### src/rtl/tri_vertex_bank_if.sv
// Host write port of the vertex bank: coordinate writes, commit request and status.
interface tri_vertex_bank_if;
    logic        wr_valid;
    logic        wr_ready;
    logic [2:0]  wr_idx;
    logic [11:0] wr_data;
    logic        commit;
    logic        pending;
    logic        err;

    modport master (
        output wr_valid, wr_idx, wr_data, commit,
        input  wr_ready, pending, err
    );

    modport slave (
        input  wr_valid, wr_idx, wr_data, commit,
        output wr_ready, pending, err
    );
endinterface

### src/rtl/tri_vertex_bank.sv
// Frame-synchronised triangle vertex bank: shadow writes, commit, swap on frame_start.
// Optional macro VERTEX_ANIM_EN adds a bouncing (dx,dy) offset to the outputs.
module tri_vertex_bank #(
    parameter logic [11:0] H_MIN  = 12'd285,
    parameter logic [11:0] H_MAX  = 12'd1554,
    parameter logic [11:0] V_MIN  = 12'd35,
    parameter logic [11:0] V_MAX  = 12'd514,
    parameter logic [11:0] X1_RST = 12'd286,
    parameter logic [11:0] Y1_RST = 12'd36,
    parameter logic [11:0] X2_RST = 12'd300,
    parameter logic [11:0] Y2_RST = 12'd300,
    parameter logic [11:0] X3_RST = 12'd1000,
    parameter logic [11:0] Y3_RST = 12'd500
) (
    input  logic                CLOCK_50,
    input  logic                RESET,
    input  logic                frame_start,
    tri_vertex_bank_if.slave    host,
    output logic [11:0]         x1,
    output logic [11:0]         y1,
    output logic [11:0]         x2,
    output logic [11:0]         y2,
    output logic [11:0]         x3,
    output logic [11:0]         y3
);
    typedef enum logic {IDLE, PEND} state_t;

    state_t      state_q, state_d;
    logic [11:0] shadow_q [6];
    logic [11:0] active_q [6];
    logic        err_q;
    logic        wr_fire;
    logic        wr_legal;
    logic        swap;

    function automatic logic [11:0] rst_val(input int i);
        case (i)
            0:       return X1_RST;
            1:       return Y1_RST;
            2:       return X2_RST;
            3:       return Y2_RST;
            4:       return X3_RST;
            default: return Y3_RST;
        endcase
    endfunction

    always_comb begin
        wr_legal = 1'b0;
        case (host.wr_idx)
            3'd0, 3'd2, 3'd4: wr_legal = (host.wr_data >= H_MIN) && (host.wr_data <= H_MAX);
            3'd1, 3'd3, 3'd5: wr_legal = (host.wr_data >= V_MIN) && (host.wr_data <= V_MAX);
            default:          wr_legal = 1'b0;
        endcase
    end

    always_comb begin
        state_d       = state_q;
        host.wr_ready = 1'b0;
        host.pending  = 1'b0;
        swap          = 1'b0;
        case (state_q)
            IDLE: begin
                host.wr_ready = 1'b1;
                if (host.commit) state_d = PEND;
            end
            PEND: begin
                host.pending = 1'b1;
                if (frame_start) begin
                    swap    = 1'b1;
                    state_d = IDLE;
                end
            end
            default: state_d = IDLE;
        endcase
    end

    assign wr_fire  = host.wr_valid && (state_q == IDLE);
    assign host.err = err_q;

    always_ff @(posedge CLOCK_50 or posedge RESET) begin
        if (RESET) begin
            state_q <= IDLE;
            err_q   <= 1'b0;
            for (int i = 0; i < 6; i++) begin
                shadow_q[i] <= rst_val(i);
                active_q[i] <= rst_val(i);
            end
        end else begin
            state_q <= state_d;
            if (wr_fire && !wr_legal) err_q <= 1'b1;
            for (int i = 0; i < 6; i++) begin
                if (wr_fire && wr_legal && (host.wr_idx == 3'(i))) shadow_q[i] <= host.wr_data;
                // Swap publishes the pre-edge shadow; a write cannot coincide since PEND stalls writes.
                if (swap) active_q[i] <= shadow_q[i];
            end
        end
    end

`ifdef VERTEX_ANIM_EN
    logic signed [11:0] dx_q, dy_q, dx_step, dy_step;
    logic               dir_x_q, dir_y_q;
    logic               x_out, y_out;

    function automatic logic leaves(input logic [11:0] v, input logic signed [11:0] off,
                                    input logic [11:0] lo, input logic [11:0] hi);
        logic signed [13:0] s;
        s = $signed({2'b00, v}) + $signed({{2{off[11]}}, off});
        return (s < $signed({2'b00, lo})) || (s > $signed({2'b00, hi}));
    endfunction

    always_comb begin
        dx_step = dir_x_q ? dx_q + 12'sd1 : dx_q - 12'sd1;
        dy_step = dir_y_q ? dy_q + 12'sd1 : dy_q - 12'sd1;
        x_out   = leaves(active_q[0], dx_step, H_MIN, H_MAX) ||
                  leaves(active_q[2], dx_step, H_MIN, H_MAX) ||
                  leaves(active_q[4], dx_step, H_MIN, H_MAX);
        y_out   = leaves(active_q[1], dy_step, V_MIN, V_MAX) ||
                  leaves(active_q[3], dy_step, V_MIN, V_MAX) ||
                  leaves(active_q[5], dy_step, V_MIN, V_MAX);
    end

    always_ff @(posedge CLOCK_50 or posedge RESET) begin
        if (RESET) begin
            dx_q    <= '0;
            dy_q    <= '0;
            dir_x_q <= 1'b1;
            dir_y_q <= 1'b1;
        end else if (swap) begin
            dx_q    <= '0;
            dy_q    <= '0;
            dir_x_q <= 1'b1;
            dir_y_q <= 1'b1;
        end else if ((state_q == IDLE) && frame_start) begin
            // An axis that would leave the visible window bounces and holds for this frame.
            if (x_out) dir_x_q <= ~dir_x_q;
            else       dx_q    <= dx_step;
            if (y_out) dir_y_q <= ~dir_y_q;
            else       dy_q    <= dy_step;
        end
    end

    assign x1 = active_q[0] + dx_q;
    assign y1 = active_q[1] + dy_q;
    assign x2 = active_q[2] + dx_q;
    assign y2 = active_q[3] + dy_q;
    assign x3 = active_q[4] + dx_q;
    assign y3 = active_q[5] + dy_q;
`else
    assign x1 = active_q[0];
    assign y1 = active_q[1];
    assign x2 = active_q[2];
    assign y2 = active_q[3];
    assign x3 = active_q[4];
    assign y3 = active_q[5];
`endif

endmodule

### src/flat_wrapper.sv
// flat-port wrapper written by rule: the top's interface ports become plain ports
module tri_vertex_bank_flat 
#(
    parameter logic [11:0] H_MIN  = 12'd285,
    parameter logic [11:0] H_MAX  = 12'd1554,
    parameter logic [11:0] V_MIN  = 12'd35,
    parameter logic [11:0] V_MAX  = 12'd514,
    parameter logic [11:0] X1_RST = 12'd286,
    parameter logic [11:0] Y1_RST = 12'd36,
    parameter logic [11:0] X2_RST = 12'd300,
    parameter logic [11:0] Y2_RST = 12'd300,
    parameter logic [11:0] X3_RST = 12'd1000,
    parameter logic [11:0] Y3_RST = 12'd500
)
  (CLOCK_50, RESET, frame_start, x1, y1, x2, y2, x3, y3, host_wr_valid, host_wr_idx, host_wr_data, host_commit, host_wr_ready, host_pending, host_err);
  tri_vertex_bank_if host_i ();
  input  logic CLOCK_50;
  input  logic RESET;
  input  logic frame_start;
  output logic [11:0] x1;
  output logic [11:0] y1;
  output logic [11:0] x2;
  output logic [11:0] y2;
  output logic [11:0] x3;
  output logic [11:0] y3;
  input wire logic [$bits(host_i.wr_valid)-1:0] host_wr_valid;
  input wire logic [$bits(host_i.wr_idx)-1:0] host_wr_idx;
  input wire logic [$bits(host_i.wr_data)-1:0] host_wr_data;
  input wire logic [$bits(host_i.commit)-1:0] host_commit;
  output wire logic [$bits(host_i.wr_ready)-1:0] host_wr_ready;
  output wire logic [$bits(host_i.pending)-1:0] host_pending;
  output wire logic [$bits(host_i.err)-1:0] host_err;
  assign host_i.wr_valid = host_wr_valid;
  assign host_i.wr_idx = host_wr_idx;
  assign host_i.wr_data = host_wr_data;
  assign host_i.commit = host_commit;
  assign host_wr_ready = host_i.wr_ready;
  assign host_pending = host_i.pending;
  assign host_err = host_i.err;
  tri_vertex_bank #(.H_MIN(H_MIN), .H_MAX(H_MAX), .V_MIN(V_MIN), .V_MAX(V_MAX), .X1_RST(X1_RST), .Y1_RST(Y1_RST), .X2_RST(X2_RST), .Y2_RST(Y2_RST), .X3_RST(X3_RST), .Y3_RST(Y3_RST)) u_core (.CLOCK_50(CLOCK_50), .RESET(RESET), .frame_start(frame_start), .host(host_i), .x1(x1), .y1(y1), .x2(x2), .y2(y2), .x3(x3), .y3(y3));
endmodule
### config.mk
export PLATFORM = sky130hd
export DESIGN_NAME = tri_vertex_bank_flat
export DESIGN_NICKNAME = d
export VERILOG_FILES = /design/src/rtl/tri_vertex_bank_if.sv /design/src/rtl/tri_vertex_bank.sv /design/src/flat_wrapper.sv
export SDC_FILE = /design/constraint.sdc
export NUM_CORES = 1
export LEC_CHECK = 0
export CORE_MARGIN = 4
export CORE_UTILIZATION = 48
export DETAILED_ROUTE_END_ITERATION = 8
export HOLD_SLACK_MARGIN = 0.05
export PLACE_DENSITY_LB_ADDON = 0.15
export SYNTH_ARGS = -nofsm -noshare
export SYNTH_HDL_FRONTEND = slang
export SYNTH_SLANG_ARGS = --single-unit
### constraint.sdc
create_clock -name CLOCK_50 -period 3.9 [get_ports CLOCK_50]
set_input_delay 0.39 -clock CLOCK_50 [delete_from_list [all_inputs] [get_ports CLOCK_50]]
set_output_delay 0.39 -clock CLOCK_50 [all_outputs]
set_load 0.03 [all_outputs]
* After elaboration in Yosys (flattened, before gate mapping)
Index checks and enable logic that the tools add are counted.
** Operators by class
- Equality and inequality tests :: 5
- Order comparisons :: 4
- Bitwise gates (word level) :: 1
- Reductions and logical operators :: 15
- Muxes and demuxes :: 8
** Operators with widths (number)
- $ge 12x6->1 const B :: 1
- $ge 12x9->1 const B :: 1
- $le 12x10->1 const B :: 1
- $le 12x11->1 const B :: 1
- $logic_and 1x1->1 :: 11
- $eq 3x2->1 const B :: 2
- $eq 3x3->1 const B :: 2
- $mux 1 :: 6
- $reduce_or 3->1 :: 2
- $pmux 1 s2 :: 2
- $eq 3x1->1 const B :: 1
- $logic_not 3->1 :: 1
- $logic_not 1->1 :: 1
- $not 1->1 :: 1
** Storage, ports and cells
- Logic and storage cells :: 47
- Output and inout bits :: 75
- Bits of input ports :: 20
- Register bits after elaboration :: 146

* Depth between registers and ports, before layout
Gate-level depths: netlist (run 1).
- Depth after elaboration :: 5
- Mapped depth :: 7
- Depth with buffers taken out :: 5

* Least setup slack after synthesis (run 1)
No wires, ideal clock.
- Kind :: input to register
- Start point :: in host_wr_data[8]
- End point :: reg u_core.shadow_q[60] (netlist name)
- Buffers on the path :: 2
- Stages :: 7
- Required time :: 3775 ps
- Arrival time :: 2038 ps
- Path slack :: 1737 ps
- Path through :: clkbuf_1 > or4_1 > nand3_1 > nand3_2 > nor4b_4 > buf_6 > mux2_2
** On the way
- Longest elaborated chain between the ends :: 5
- Elaborated cells on any way between the ends :: 9
- Classes of those cells :: order compare (4); mux (1); reduce/logical (4)
** RTL lines
- from (decl) :: RTL line flat_wrapper.sv:28 : input wire logic [$bits(host_i.wr_data)-1:0] host_wr_data;
- $ge 12x6->1, or another cell as far along :: RTL line tri_vertex_bank.sv:51 : 3'd1, 3'd3, 3'd5: wr_legal = (host.wr_data >= V_MIN) && (host.wr_data <= V_MAX);
- $logic_and 1x1->1, on equally long branches :: RTL line tri_vertex_bank.sv:51, tri_vertex_bank.sv:50
- $pmux 1 s2 (*) :: RTL line tri_vertex_bank.sv:49 : case (host.wr_idx)
- $logic_and 1x1->1 (*) (2 in series) :: RTL line tri_vertex_bank.sv:92 : if (wr_fire && wr_legal && (host.wr_idx == 3'(i))) shadow_q[i] <= host.wr_data;
- to (signal, indexed assignment) :: RTL line tri_vertex_bank.sv:85 : shadow_q[i] <= rst_val(i);
- to (signal, indexed assignment) :: RTL line tri_vertex_bank.sv:92
- to (decl) :: RTL line tri_vertex_bank.sv:29 : logic [11:0] shadow_q [6];
Every way passes the cells marked *; elsewhere a longest branch is shown, timed or not.
A chain may end at the register's enable or synchronous reset.

* Worst setup path after layout (run 1)
- Start point :: in host_wr_data[5]
- End point :: reg u_core.shadow_q[56] (netlist name)
The elaborated chain is that of the path after synthesis.

==> results_dict.tcl, run 1 <==
set metrics [dict create \
    status "finished clean" \
    drv_cap 0 \
    yosysUniqueCellTypes 39 \
    finalHoldViolCount 0 \
    first_global_vias 3403 \
    drt-met1-wl_um 5410 \
    p_clk_share_pct 38.1 \
    p_comb_share_pct 20.5 \
    vdd_drop_max_v 0.000432 \
    synth.area.top_cells "dfrtp_1 (40%), dfstp_2 (25%), mux2_2 (24%)" \
    crit_type "in -> reg" \
    ctsHoldBuffers 0 \
    cpPeakStageDelay_ns 0.71 \
    whs_ns 0.404 \
    wire_per_inst_um 18.9 \
    p_seq_share_pct 41.4 \
    ys_seq_area_share_pct 64.9 \
    p_per_area_mw_per_mm2 624 \
    period_minus_slack_ns 2.70 \
    highest_layer "met4" \
    start_kind "input port" \
    path_cells "clkdlybuf4s50_1 -> or4_1 -> and2_1 -> a31oi_2 -> mux2_2" \
    fin_skew_ns 0.00809 \
    tightest_slew_ns 0.988 \
    post-dp-hpwl_um 7360 \
    yosysMostFrequentCell "mux2_2" \
    dieArea_mm2 0.0138 \
    setup_ws_ns 1.20 \
    overflow 0 \
    async_reset_ff_share_pct 100 \
    synth.yosys.warnings 0 \
    end_kind "flop" \
    synth_edf_count 0 \
    start_util_pct 49.6 \
    timing.final.crit_share_pct 69.2 \
    grt_max_degree 122 \
    cp_max_fo 11 \
    setup_tns_ns 0 \
    pre_cts_ws_ns 0.832 \
    seqCellArea_mm2 0.00372 \
    drc 0 \
    synth_ff_type "dfrtp_1" \
    routed_wl_um 11500 \
    hold_class "in -> async" \
    synth-seq-cells 146 \
    cts_resized 0 \
    insertion_delay_ns 0.41 \
    ant_nets 0 \
    synth_top_area_share_pct 40.2 \
    fmax_mhz 371 \
    cp.required_ns 4.19 \
    drive_gt1_share_pct 51.4 \
    grt_pass1_wl_um 18700 \
    nets 474 \
    root_buffer "clkbuf_16" \
    routed-wl-met2_um 5350 \
    power.total_mw 4.70 \
    htree_levels 4 \
    drt_iter0_markers 144 \
    p_leak_nw 3.41 \
    antenna_cells 0 \
    clk_path_buf_depth 2 \
    netSwitchingFraction_pct 26.0 \
    core_area_mm2 0.0116 \
    area_growth_pct 31.3 \
    fillCellCount 870 \
    max-slew-margin-rel_pct 34.1 \
    setup_violations 0 \
    placementRows 39 \
    cts_tree "yes" \
    slew_viol_final 0 \
    netlist_instances 346 \
    cpMaxStageDelayCell "a31oi_2" \
    post_cts_buffers 0 \
    drtPass1Iterations 4 \
    clkSlewWorstSetupHoldPaths_ns 0.06 \
    routed_via_density 5.25 \
    io_buffers 94 \
    place.gp.congestion 0.849 \
    io_pins 95 \
    cts_buffers 17 \
    antenna_found_initial 0 \
    die_x_um 117 \
    multi_input_area_mm2 0.00193 \
    cts_sinks 146 \
    vias 3204 \
    route.met3.wl_um 573 \
    p_sw_mw 1.22 \
    syn_area_mm2 0.00573 \
    grt_usage_pct 18.3 \
    synth_top_cells_by_count "mux2_2 (123), dfrtp_1 (92), dfstp_2 (54)" \
    chipHeight_um 117 \
    rsz0062_at_grt "no" \
    intPower_mw 3.48 \
    synth_top_cell_by_area "dfrtp_1" \
    synth_fp_nets 366 \
    arrival_ns 2.99 \
    avgSynthCellArea_um2 16.6 \
]
-- power groups by stage --
stage / Sequential, mW / Clock [mW] / Combinational [mW]
after floorplan: 2.23 / 0 / 0.298
after global placement: 1.97 / 0 / 0.961
after detailed placement: 1.97 / 0 / 0.973
after CTS: 1.95 / 1.82 / 0.977
after global routing: 1.98 / 1.90 / 1.02
final: 1.95 / 1.79 / 0.962
-- cell usage in the layout (no fill, tap or decap), types with 2 or more instances in the layout --
cell type	netlist	layout
clkdlybuf4s50_1	0	94
bufinv_16	0	5
clkinvlp_4	0	2
o21ai_2	2	2
inv_1	4	3
nor3_1	2	2
mux2_4	8	8
nor2b_1	3	3
dfstp_2	54	54
nor4_4	2	2
nand4_1	2	2
clkbuf_16	0	17
nand3_1	2	2
clkinv_2	0	4
nand2_1	4	3
nor2_1	2	2
and2_1	7	7
clkbuf_8	0	4
a211o_1	2	2
buf_4	4	8
dfrtp_1	92	92
mux2_2	123	123
nor3b_1	2	2
a22o_1	2	2
-- flip-flops by register name, indices dropped and copies added (netlist names) --
name             flops
u_core.y2           12
u_core.x3           12
u_core.state_q       1
u_core.x1           12
u_core.y1           12
u_core.y3           12
u_core.x2           12
u_core.host.err      1
u_core.shadow_q     72
-- area by class of cell --
cell class                      count  share of cell area [%]
Clock inverter                     10                    2.36
Multi-Input combinational cell    182                    25.6
Tap cell                          143                    2.38
Sequential cell                   146                    49.4
Inverter                            4                   0.249
Timing Repair Buffer              103                    13.6
Clock buffer                       22                    6.43
-- worst paths after layout --
kind / start / to / slack [ns] / depth (start not counted)
min: RESET / u_core.y2[11] / 0.40 / 2
min in group CLOCK_50: u_core.shadow_q[35] / u_core.shadow_q[35] / 0.48 / 1
max reg2reg: u_core.state_q / u_core.shadow_q[40] / 1.56 / 6
max in group asynchronous: RESET / u_core.y2[9] / 2.51 / 3
max: host_wr_data[5] / u_core.shadow_q[56] / 1.20 / 5
min reg2reg: u_core.shadow_q[35] / u_core.shadow_q[35] / 0.48 / 1
-- worst max-delay path, delay by kind of cell --
family / cells / cell delay, ns
multiplexers: 1 / 0.41
buffers and inverters: 1 / 0.63
AND/OR/NAND/NOR: 2 / 0.84
AO/OA/AOI/OAI: 1 / 0.71
-- logic make-up (layout without fill, tap and decap cells) --
group                  count (synthesis)  after routing  synth area share (%)
AO/OA/AOI/OAI                         14             14                  2.01
flip-flops                           146            146                  64.9
multiplexers                         132            132                  26.5
AND/OR/NAND/NOR                       36             36                  4.91
buffers and inverters                 18            139                  1.70
-- layer usage --
layer  vias up  global-route usage [%]
li1       1457                       -
met1      1644                    25.7
met2        86                    27.0
met3        17                    5.96
met4         0                    5.89
met5         -                       0
-- metrics by stage --
stage                     instance area [µm²]  util [%]  std cells
after floorplan                          5740         -        346
after global placement                   6870      59.4        578
after detailed placement                 6870      59.4        578
after CTS                                7530      65.1        610
after global routing                     7530      65.1        610
final                                    7530      65.1        610
Note: power is estimated with default switching activity, not from simulation.
==> inputs of run 2 (changes only) <==
==> constraint.sdc (replaced) <==
create_clock -name CLOCK_50 -period 2.35 [get_ports CLOCK_50]
set_input_delay 0.235 -clock CLOCK_50 [delete_from_list [all_inputs] [get_ports CLOCK_50]]
set_output_delay 0.235 -clock CLOCK_50 [all_outputs]
set_load 0.03 [all_outputs]
==> run 2 against run 1 <==
  * Global-route usage up 0.91 points
  * Non-clock buffer count grew 30
  * Via count grew 2.6%
  * Final cell count up 4.9%
  * Cell area rose by 3.5%
  * Wire length increased by 4.0%
  * Worst setup slack got worse by 1.1 ns
  * First-iteration DRC count increased by 72%
  * Flip-flop and latch count unchanged
  * Total power up 63%
  * Sequential power up 66%
==> results_dict.tcl, run 2 (synthesis gave the netlist of run 1 again) <==
set metrics [dict create \
    cts_sinks 146 \
    antenna_cells 0 \
    ctsHoldBuffers 0 \
    root_buffer "clkbuf_16" \
    die_x_um 117 \
    drc 0 \
    antenna_found_initial 0 \
    io_pins 95 \
    start_kind "input port" \
    drive_gt1_share_pct 54.1 \
    worstSetupEndpoint "u_core.shadow_q[42]" \
    routed_wl_um 12000 \
    vias 3287 \
    path_buf_inv 2 \
    ant_nets 0 \
    crit_cells 7 \
    netSwitchingFraction_pct 26.6 \
    drv_cap 0 \
    slew_viol_final 0 \
    rr_worst_depth 6 \
    io_buffers 94 \
    htree_levels 4 \
    clkSlewWorstSetupHoldPaths_ns 0.05 \
    p_per_area_mw_per_mm2 986 \
    fin_util_pct 67.4 \
    regMostFlops "u_core.shadow_q" \
    grt_pass1_wl_um 19300 \
    max-slew-margin-rel_pct 49.7 \
    p_leak_nw 3.57 \
    placed_area_mm2 0.00717 \
    fin_area_mm2 0.00779 \
    final_cells 640 \
    finalHoldViolCount 0 \
    largest_reg_flops 72 \
    cts_tree "yes" \
    routed_via_density 5.14 \
    hold_class "in -> async" \
    first_global_vias 3586 \
    insertion_delay_ns 0.42 \
    placementRows 39 \
    path_cells "clkdlybuf4s50_1 -> or4_1 -> nand3_1 -> nand3_2 -> nor3_4 -> buf_4 -> mux2_2" \
    core_area_mm2 0.0116 \
    dp_cells 608 \
    overflow 0 \
    fmax_mhz 437 \
    p_seq_share_pct 42.0 \
    vdd_drop_max_v 0.000709 \
    reg2reg_to "u_core.shadow_q[42]" \
    setup_violations 0 \
    final_common_cell "mux2_2" \
    crit_type "in -> reg" \
    p_sw_mw 2.05 \
    cpLargestDelayFamily "simple AND/OR/NAND/NOR gates" \
    cts_buffers 17 \
    reg2reg_slack_ns 0.31 \
    start_util_pct 49.6 \
    end_kind "flop" \
    area_growth_pct 36.0 \
    cp_max_fo 8 \
    status "finished clean" \
    grt_usage_pct 19.2 \
    nets 504 \
    rsz0062_at_grt "no" \
    drt_iter0_markers 247 \
    whs_ns 0.351 \
    clk_path_buf_depth 2 \
    arrival_ns 2.59 \
    p_comb_share_pct 21.4 \
    period_minus_slack_ns 2.29 \
    place.gp.congestion 0.830 \
    drtPass1Iterations 4 \
    cp.required_ns 2.65 \
    cpMaxStageDelayCell "or4_1" \
    tightest_slew_ns 0.755 \
    startpoint "host_wr_data[6]" \
    timing.final.crit_share_pct 97.4 \
    grt_max_degree 147 \
    final_cell_mix "mux2_2 (123), clkdlybuf4s50_1 (94), dfrtp_1 (92), dfstp_2 (54), buf_4 (32)" \
    fillCellCount 851 \
    dieArea_mm2 0.0138 \
    power.total_mw 7.69 \
    p_clk_share_pct 36.6 \
    post-dp-hpwl_um 8220 \
    worstReg2RegStart "u_core.state_q" \
    fin_skew_ns 0.00527 \
    wire_per_inst_um 18.7 \
    chipHeight_um 117 \
    intPower_mw 5.64 \
    cpPeakStageDelay_ns 0.59 \
]
[run 2: metal layers]
| metal | global-route usage, % | part of all wire, % | up-vias |
|---|---|---|---|
| li1 | - | - | 1513 |
| met1 | 25.2 | 45 | 1677 |
| met2 | 29.9 | 49 | 90 |
| met3 | 7.40 | 5.6 | 7 |
| met4 | 5.28 | 0.73 | 0 |
| met5 | 0 | 0 | - |
[run 2: power by group through the flow]
stage	Combinational (mW)	Clock, mW	Sequential (mW)
after floorplan	0.494	0	3.71
after global placement	1.63	0	3.26
after detailed placement	1.66	0	3.28
after CTS	1.66	2.87	3.24
after global routing	1.74	2.99	3.28
final	1.64	2.81	3.23
[run 2: worst min path at each step]
stage | start | to | cells past startpoint
after floorplan | frame_start | u_core.state_q | 1
after global placement | u_core.shadow_q[58] | u_core.shadow_q[58] | 1
after detailed placement | u_core.shadow_q[34] | u_core.shadow_q[34] | 1
after CTS | host_commit | u_core.state_q | 3
after global routing | host_commit | u_core.state_q | 3
final | RESET | u_core.y3[10] | 3
[run 2: through the flow]
| stage | setup WS, ns | TNS, ns |
|---|---|---|
| 6_report | 0.0607 | 0 |
| 5_1_grt | 0.00200 | 0 |
| 4_1_cts | 0.0506 | 0 |
| 3_5_place_dp | -0.392 | -14.87 |
| 3_3_place_gp | -0.306 | -12.69 |
| 2_1_floorplan | 0.284 | 0 |
[run 2: repair_timing]
action / CTS / global route
gates resized for setup: 0 / 1
endpoints found under the setup margin: 0 / 5
setup buffers: 0 / 0
[run 2: final cells by class]
type / count / area, µm² / share of cell area [%]
well taps: 143 / 179 / 2.30
clock inverters: 11 / 160 / 2.05
inverters: 4 / 18.8 / 0.241
repair buffers: 133 / 1320 / 17.0
flip-flops and latches: 146 / 3720 / 47.7
clock buffers: 21 / 460 / 5.91
multi-input cells: 182 / 1930 / 24.8
[run 2: worst reg2reg max path: cells and delay by family, from the launching register on]
kind	cells	cell delay, ns
simple gates	3	0.78
flops	1	0.42
buf+inv	2	0.37
mux	1	0.36
==> inputs of run 3 (changes only) <==
--- a/config.mk
+++ b/config.mk
@@ -10,6 +10,7 @@
 export DETAILED_ROUTE_END_ITERATION = 8
 export HOLD_SLACK_MARGIN = 0.05
 export PLACE_DENSITY_LB_ADDON = 0.15
+export SLEW_MARGIN = 20
 export SYNTH_ARGS = -nofsm -noshare
 export SYNTH_HDL_FRONTEND = slang
 export SYNTH_SLANG_ARGS = --single-unit
==> results of run 3 <==
No change in the layout: final DEF, timing and power equal those of run 2.
